### config.mk
export PLATFORM = sky130hd
export DESIGN_NAME = hazard_ctrl
export DESIGN_NICKNAME = d
export VERILOG_FILES = /design/src/rtl/hazard_pkg.sv /design/src/rtl/hazard_ctrl_fwd_select.sv /design/src/rtl/hazard_ctrl.sv
export SDC_FILE = /design/constraint.sdc
export NUM_CORES = 1
export LEC_CHECK = 0
export CORE_MARGIN = 2
export CORE_UTILIZATION = 27
export DETAILED_ROUTE_END_ITERATION = 10
export DONT_BUFFER_PORTS = 1
export SETUP_SLACK_MARGIN = 0.05
export SYNTH_ARGS = -nofsm -noshare
export SYNTH_HDL_FRONTEND = slang
export SYNTH_SLANG_ARGS = --single-unit
### constraint.sdc
create_clock -name clk -period 1.6 [get_ports clk]
set_input_delay 0.32 -clock clk [delete_from_list [all_inputs] [get_ports clk]]
set_output_delay 0.32 -clock clk [all_outputs]
set_load 0.01 [all_outputs]
### src/rtl/hazard_pkg.sv
// Shared types for the RV32I hazard controller: forwarding selects, FSM states.
// Latency: n/a (types and constants only).
// Backpressure: n/a.
// Contents: fwd_sel_t (EX operand mux select), hz_state_t (memory-wait FSM),
//           RESULT_SRC_LOAD (ResultSrcE encoding of a load in EX).
package hazard_pkg;

  typedef enum logic [1:0] {
    FWD_RF  = 2'b00,  // operand from register file
    FWD_WB  = 2'b01,  // operand from WB result
    FWD_MEM = 2'b10   // operand from MEM ALU result
  } fwd_sel_t;

  typedef enum logic [1:0] {
    RUN      = 2'b00,
    MEM_WAIT = 2'b01,
    ABORT    = 2'b10
  } hz_state_t;

  localparam logic [1:0] RESULT_SRC_LOAD = 2'b01;

endpackage

### src/rtl/hazard_ctrl_fwd_select.sv
// Forwarding select for one EX-stage operand; MEM result beats WB result.
// Latency: combinational, zero cycles.
// Backpressure: none.
// Ports: rsE (EX source reg), rdM/rdW + RegWriteM/RegWriteW (producers in
//        MEM/WB), fwd (operand mux select).
module fwd_select
  import hazard_pkg::*;
(
  input  logic [4:0] rsE,
  input  logic [4:0] rdM,
  input  logic [4:0] rdW,
  input  logic       RegWriteM,
  input  logic       RegWriteW,
  output fwd_sel_t   fwd
);

  always_comb begin
    fwd = FWD_RF;
    // x0 is never forwarded: writes to it are discarded by the regfile.
    if (RegWriteM && (rdM != 5'd0) && (rdM == rsE)) begin
      fwd = FWD_MEM;
    end else if (RegWriteW && (rdW != 5'd0) && (rdW == rsE)) begin
      fwd = FWD_WB;
    end
  end

endmodule

### src/rtl/hazard_ctrl.sv
// Hazard/sequencing control for the 5-stage RV32I pipe: stalls, flushes, forwarding.
// Latency: stall/flush/forward are combinational (zero cycles); mem_err and perf are registered.
// Backpressure: dmem_ready low freezes every stage, capped at MEM_TIMEOUT frozen cycles.
// Ports: clk, reset (sync, active-high); rs1D/rs2D, rs1E/rs2E/rdE, ResultSrcE, PCSrcE,
//        rdM/rdW, RegWriteM/RegWriteW, MemReqM, dmem_ready in; StallF..StallW,
//        FlushD/FlushE, ForwardAE/ForwardBE, mem_err, perf_lw_stall/perf_flush/perf_mem_wait out.
// Build option: HAZARD_PERF_EN builds the saturating perf counters; otherwise perf_* read 0.
module hazard_ctrl
  import hazard_pkg::*;
#(
  parameter int MEM_TIMEOUT = 16
) (
  input  logic        clk,
  input  logic        reset,
  input  logic [4:0]  rs1D,
  input  logic [4:0]  rs2D,
  input  logic [4:0]  rs1E,
  input  logic [4:0]  rs2E,
  input  logic [4:0]  rdE,
  input  logic [1:0]  ResultSrcE,
  input  logic        PCSrcE,
  input  logic [4:0]  rdM,
  input  logic [4:0]  rdW,
  input  logic        RegWriteM,
  input  logic        RegWriteW,
  input  logic        MemReqM,
  input  logic        dmem_ready,
  output logic        StallF,
  output logic        StallD,
  output logic        StallE,
  output logic        StallM,
  output logic        StallW,
  output logic        FlushD,
  output logic        FlushE,
  output logic [1:0]  ForwardAE,
  output logic [1:0]  ForwardBE,
  output logic        mem_err,
  output logic [31:0] perf_lw_stall,
  output logic [31:0] perf_flush,
  output logic [31:0] perf_mem_wait
);

  localparam int CW = $clog2(MEM_TIMEOUT + 1);
  // The RUN cycle that starts the wait is frozen too, so the last frozen
  // MEM_WAIT cycle is the one with wait_cnt == MEM_TIMEOUT-1.
  localparam logic [CW-1:0] CNT_LAST = CW'(MEM_TIMEOUT - 1);

  hz_state_t     state, state_nxt;
  logic [CW-1:0] wait_cnt, wait_cnt_nxt;
  logic          mem_err_nxt;
  logic          freeze;
  logic          lw_stall;
  fwd_sel_t      fwd_a, fwd_b;

  fwd_select u_fwd_a (
    .rsE(rs1E), .rdM(rdM), .rdW(rdW),
    .RegWriteM(RegWriteM), .RegWriteW(RegWriteW), .fwd(fwd_a)
  );

  fwd_select u_fwd_b (
    .rsE(rs2E), .rdM(rdM), .rdW(rdW),
    .RegWriteM(RegWriteM), .RegWriteW(RegWriteW), .fwd(fwd_b)
  );

  assign ForwardAE = reset ? 2'b00 : fwd_a;
  assign ForwardBE = reset ? 2'b00 : fwd_b;

  assign lw_stall = (ResultSrcE == RESULT_SRC_LOAD) && (rdE != 5'd0) &&
                    ((rdE == rs1D) || (rdE == rs2D));

  always_ff @(posedge clk) begin
    if (reset) begin
      state    <= RUN;
      wait_cnt <= '0;
      mem_err  <= 1'b0;
    end else begin
      state    <= state_nxt;
      wait_cnt <= wait_cnt_nxt;
      mem_err  <= mem_err_nxt;
    end
  end

  always_comb begin
    state_nxt    = state;
    wait_cnt_nxt = wait_cnt;
    mem_err_nxt  = mem_err;
    freeze       = 1'b0;
    unique case (state)
      RUN: begin
        freeze = MemReqM && !dmem_ready;
        if (freeze) begin
          state_nxt    = MEM_WAIT;
          wait_cnt_nxt = CW'(1);
        end
      end
      MEM_WAIT: begin
        freeze = !dmem_ready;
        if (dmem_ready) begin
          state_nxt    = RUN;
          wait_cnt_nxt = '0;
        end else if (wait_cnt == CNT_LAST) begin
          state_nxt    = ABORT;
          wait_cnt_nxt = '0;
          mem_err_nxt  = 1'b1;
        end else begin
          wait_cnt_nxt = wait_cnt + 1'b1;
        end
      end
      // One unfrozen cycle lets MEM retire the timed-out access.
      ABORT: state_nxt = RUN;
      default: state_nxt = RUN;
    endcase
  end

  always_comb begin
    StallF = 1'b0;
    StallD = 1'b0;
    StallE = 1'b0;
    StallM = 1'b0;
    StallW = 1'b0;
    FlushD = 1'b0;
    FlushE = 1'b0;
    if (reset) begin
      FlushD = 1'b1;
      FlushE = 1'b1;
    end else if (freeze) begin
      // EX is held, so a branch resolved now re-presents after release.
      StallF = 1'b1;
      StallD = 1'b1;
      StallE = 1'b1;
      StallM = 1'b1;
      StallW = 1'b1;
    end else if (PCSrcE) begin
      // The load-use victim sits on the wrong path, so the stall is moot.
      FlushD = 1'b1;
      FlushE = 1'b1;
    end else if (lw_stall) begin
      StallF = 1'b1;
      StallD = 1'b1;
      FlushE = 1'b1;
    end
  end

`ifdef HAZARD_PERF_EN
  logic ev_lw, ev_flush, ev_wait;

  assign ev_lw    = !freeze && !PCSrcE && lw_stall;
  assign ev_flush = !freeze && PCSrcE;
  assign ev_wait  = freeze;

  always_ff @(posedge clk) begin
    if (reset) begin
      perf_lw_stall <= '0;
      perf_flush    <= '0;
      perf_mem_wait <= '0;
    end else begin
      if (ev_lw && (perf_lw_stall != '1))    perf_lw_stall <= perf_lw_stall + 32'd1;
      if (ev_flush && (perf_flush != '1))    perf_flush    <= perf_flush + 32'd1;
      if (ev_wait && (perf_mem_wait != '1))  perf_mem_wait <= perf_mem_wait + 32'd1;
    end
  end
`else
  assign perf_lw_stall = '0;
  assign perf_flush    = '0;
  assign perf_mem_wait = '0;
`endif

endmodule

# After elaboration in Yosys (flattened, before gate mapping)
# Index checks and enable logic that the tools add are counted.
[word_totals]
ff_bits = 8
out_inout_bits = 108
[classes]
add_sub_neg = 1
n_eq_ne = 11
muxes = 27
bitwise_logic = 1
n_reduce_logical = 19
[ops]
columns = ["op", "count"]
rows = [
  ["$eq 5x5->1", 6],
  ["$mux 5", 3],
  ["$reduce_bool 5->1", 3],
  ["$mux 1", 14],
  ["$mux 2", 7],
  ["$pmux 5 s2", 1],
  ["$logic_and 1x1->1", 9],
  ["$add 5x1->5 const B", 1],
  ["$eq 5x4->1 const B", 1],
  ["$eq 2x1->1 const B", 2],
  ["$pmux 2 s2", 1],
  ["$reduce_and 2->1", 2],
  ["$ne 3x3->1 const B", 1],
  ["$reduce_and 3->1", 1],
  ["$logic_not 2->1", 1],
  ["$ne 2x2->1 const B", 1],
  ["$pmux 1 s2", 1],
  ["$reduce_bool 2->1", 1],
  ["$logic_not 1->1", 1],
  ["$logic_or 1x1->1", 1],
  ["$not 1->1", 1],
]

# Depth between registers and ports, before layout
[depth]
depth_word = 7
ltp_mapped = 5
ltp_nobuf = 5

# Modules after synthesis
# A second synthesis with hierarchy kept.
[hier_totals]
cells_unflattened = 210
hier_area_um2 = 1627.8
[modules_own_cells]
columns = ["module", "instances", "cells_per_inst", "area_per_inst_um2"]
rows = [
  ["hazard_ctrl", 1, 170, 1325.0],
  ["fwd_select", 2, 20, 151.4],
]

# Worst setup path after synthesis
# No wires, ideal clock.
[synth_path]
kind = "input-to-output"
from = "input rdM[1]"
to = "output ForwardAE[0]"
arrival_ns = 1.468
setup_slack_ns = -0.188
stages = 4
n_path_buf = 0
path_cell_list = "or4_1 -> o21ai_2 -> nor3_1 -> nor4_2"
[synth_via]
elab_chain_len = 5
[synth_rtl]
columns = ["item", "line_no", "text"]
rows = [
  ["from (decl)", "hazard_ctrl.sv:22", "input logic [4:0] rdM,"],
  ["$reduce_bool 5->1", "hazard_ctrl_fwd_select.sv:20", "if (RegWriteM && (rdM != 5'd0) && (rdM == rsE)) begin"],
  ["$logic_and 1x1->1", "hazard_ctrl_fwd_select.sv:20", ""],
  ["$logic_and 1x1->1 *", "hazard_ctrl_fwd_select.sv:20", ""],
  ["$mux 2 *", "hazard_ctrl_fwd_select.sv:20", ""],
  ["$mux 2 *", "hazard_ctrl.sv:65", "assign ForwardAE = reset ? 2'b00 : fwd_a;"],
  ["to (decl)", "hazard_ctrl.sv:35", "output logic [1:0] ForwardAE,"],
]
# Mark *: on every way between the ends. The rest lies on a longest branch, timed or not.

# Worst setup path after layout
[layout_path]
from = "input rdW[2]"
to = "output ForwardAE[0]"
[layout_via]
elab_chain_len = 6
[layout_rtl]
columns = ["item", "line_no", "text"]
rows = [
  ["from (decl)", "hazard_ctrl.sv:23", "input logic [4:0] rdW,"],
  ["$reduce_bool 5->1", "hazard_ctrl_fwd_select.sv:22", "end else if (RegWriteW && (rdW != 5'd0) && (rdW == rsE)) begin"],
  ["$logic_and 1x1->1", "hazard_ctrl_fwd_select.sv:22", ""],
  ["$logic_and 1x1->1 *", "hazard_ctrl_fwd_select.sv:22", ""],
  ["$mux 1 *", "hazard_ctrl_fwd_select.sv:22", ""],
  ["$mux 2 *", "hazard_ctrl_fwd_select.sv:20", ""],
  ["$mux 2 *", "hazard_ctrl.sv:65", ""],
]
# Marks and branches as above.

==> impl_metrics.csv <==
group,metric,value,unit
outcome,status,"finished, violations left",
outcome,failed_checks,"negative setup slack",
synth,synth-edff-count,0,
route,drc_errors,0,
sta,rsz0062_at_grt,"true",
cells_and_area,area_growth,-7.83,%
route,ant_nets,0,
global_route,grt_overflow,0,
synth,yosys_register_bits,8,
synth,netlist.area_leader.share,47.0,%
synth,synthTopCellsByCount,"99 x buf_4, 20 x xor2_1, 10 x xnor2_1",
clocking,h-tree-depth,1,
critical_path,path_class,"input pin to primary output",
worst_hold_path,hp-start,"reset",
cells_and_area,fill_cells,638,
clocking,cts.sinks,8,
route,highest_layer,"met4",
critical_path,r2r_end,"wait_cnt[3]$_SDFFE_PP0P_",
route,wl_per_cell,10.2,microns
route,wl_met1,942,microns
power,power_switching_share,36.0,%
sta,finClkSkew,0.00270,ns
sta,fin_ws,-0.0990,ns
power,internal_power,0.445,mW
place,port_buffers,0,
clocking,cts_tree,"built",
synth,synth_ff_type,"dfxtp_1",
sta,setup_violations,2,
power,p_leak,0.653,nW
sta,worst_slew_margin_rel,61.2,%
power,pwr-share-seq,29.7,%
critical_path,rrSetupSlack,0.18,ns
critical_path,end_kind,"primary output",
power,peakVddDrop,394,uV
global_route,grt_pass1_vias,863,
global_route,gr-usage-all-layers,7.43,%
route,dr.first_iter.drc_count,20,
route,viasPerCell,3.59,
synth,yosysMostFrequentCell,"buf_4",
clocking,clock_latency,0.22,ns
power,finalPower,0.696,mW
synth,syn_avg_cell_area,7.72,sq um
die,start_util,28.4,%
route,first_pass_iters,3,
sta,fmax,589,MHz
power,clock_power_share,34.0,%
critical_path,cp.required,1.28,ns
synth,yosysTopAreaCell,"buf_4",
route,num_vias,1008,
place,globalplace.congestion,0.734,
clocking,root_buffer,"clkbuf_8",
sta,tns,-0.172,ns
critical_path,crit_fanout,3,
sta,finalCritPeriodShare,106,%
sta,finalHoldViolations,0,
power,netSwitchingPower,0.251,mW
worst_hold_path,hold_path_end,"state[0]$_SDFFE_PP0P_",
sta,period_needed,1.70,ns
synth,netlist_area,0.00158,sq mm
synth,synthArstFlopShare,0,%
run,drv_cap,0,
die,die_w,80.6,microns
worst_hold_path,hp-class,"input pin to flop",
cells_and_area,drive_gt1_share,12.9,%
global_route,grt_max_degree,16,
clocking,cts.reportedPaths.clkPinSlew,0.04,ns
power,power_density,477,mW/mm^2
synth,syn_inst,205,
sta,tightest_slew,0.577,ns
sta,maxSlewViolCount,0,
cells_and_area,utilization,26.2,%
critical_path,worst_r2r_startpoint,"state[0]$_SDFFE_PP0P_",
synth,yosysSeqAreaShare,10.1,%
clocking,cts.path.max_buffers,2,
route,wl,2.86,mm
critical_path,ff2ff_path_depth,4,
die,die_area,0.00649,sq mm
synth,yosysWarnings,0,
die,ios,152,
die,rows,27,
global_route,antenna_found_initial,0,
route,met2_length,1.59,mm
cells_and_area,diodes,0,
synth,synth_cell_types,32,
clocking,cts_hold_buf,0,
place,hpwl,2.50,mm
cells_and_area,fin_nets,256,
synth,netlist_top_cells_area,"buf_4 47%, xor2_1 11%, dfxtp_1 10%, xnor2_1 5.5%, or4_1 2.4%",
clocking,cts_buffers,3,
critical_path,arrival,1.38,ns
die,die_y,80.6,microns
global_route,grt_pass1_wl,3.74,mm
power,combinationalPowerShare,36.2,%
route,dr_wl_met3,320,microns
critical_path,start_kind,"input pin",
die,core_area,0.00557,sq mm
worst_hold_path,hold_path_depth,1,
[final cells by class]
class	instances	area (sq um)	area share [%]
Tap cell	72	90.1	6.17
Timing Repair Buffer	6	45.0	3.09
Clock buffer	3	41.3	2.83
Inverter	2	7.51	0.515
Multi-Input combinational cell	190	1110	76.1
Sequential cell	8	165	11.3
[worst max-delay path: stages]
cell	delay [ns]
xor2_2	0.15
or4_4	0.54
nor4_4	0.37
[through the flow]
| step | setup slack, ns | cells | hold slack, ns | cell area, sq um |
|---|---|---|---|---|
| finish | -0.0990 | 281 | 0.168 | 1460 |
| global route | -0.148 | 281 | 0.160 | 1460 |
| CTS | -0.117 | 280 | 0.156 | 1410 |
| detailed placement | -0.140 | 277 | 0.398 | 1350 |
| global placement | -0.131 | 277 | 0.395 | 1350 |
| floorplan | -0.0400 | 300 | 0.453 | 1960 |
[routing by layer]
layer  up-vias  global-route usage [%]
met4         0                    1.02
met2        73                    14.3
met5         -                       0
li1        492                       -
met1       441                    7.64
met3         2                    2.92
[cell families after synthesis]
logic type                 Yosys count  share of synthesized area, %
buffers and inverters              102                          47.7
and+or+nand+nor                     45                          17.5
xor gates and xnor gates            30                          16.6
AOI/OAI and AO/OA                   18                          7.11
DFF                                  8                          10.1
adders and majority gates            1                         0.790
other                                1                         0.237
[power groups by stage]
stage	logic (mW)	clock network (mW)	registers, mW
6_report	0.252	0.237	0.207
5_1_grt	0.284	0.260	0.207
4_1_cts	0.237	0.247	0.208
3_5_place_dp	0.232	0	0.211
3_3_place_gp	0.231	0	0.211
2_1_floorplan	0.393	0	0.210
[cell usage in the layout, fill, tap and decap left out, types with 2 or more instances in the layout]
cell	n
conb_1	96
xor2_1	19
xnor2_1	10
nor2_1	7
nand2_1	6
nor3_1	6
dfxtp_1	6
buf_4	6
nand3_1	4
or4_4	3
o21ai_0	3
a21oi_1	3
clkbuf_8	3
o21ai_4	2
or4_1	2
nor4_4	2
nand4b_1	2
a21o_1	2
inv_1	2
nand2b_1	2
a31oi_1	2
[repair_timing]
item                                    4_1_cts  5_1_grt
setup buffers                                 0        1
pin swaps                                     1        5
resized for setup                             9        8
endpoints found under the setup margin       10        7
[worst max path at each step]
stage	endpoint	cells past startpoint	slack (ns)	startpoint
after floorplan	ForwardAE[0]	3	-0.04	rdW[3]
after global placement	ForwardAE[0]	4	-0.13	RegWriteW
after detailed placement	ForwardAE[0]	4	-0.14	RegWriteW
after CTS	ForwardAE[0]	3	-0.12	rdW[3]
after global routing	ForwardAE[0]	3	-0.15	rdW[2]
final	ForwardAE[0]	3	-0.1	rdW[2]
[registers in the layout, summed over array words and instances, names as in the netlist]
register	count
mem_err	1
state	2
wait_cnt	5
(Power assumes the default switching activity.)
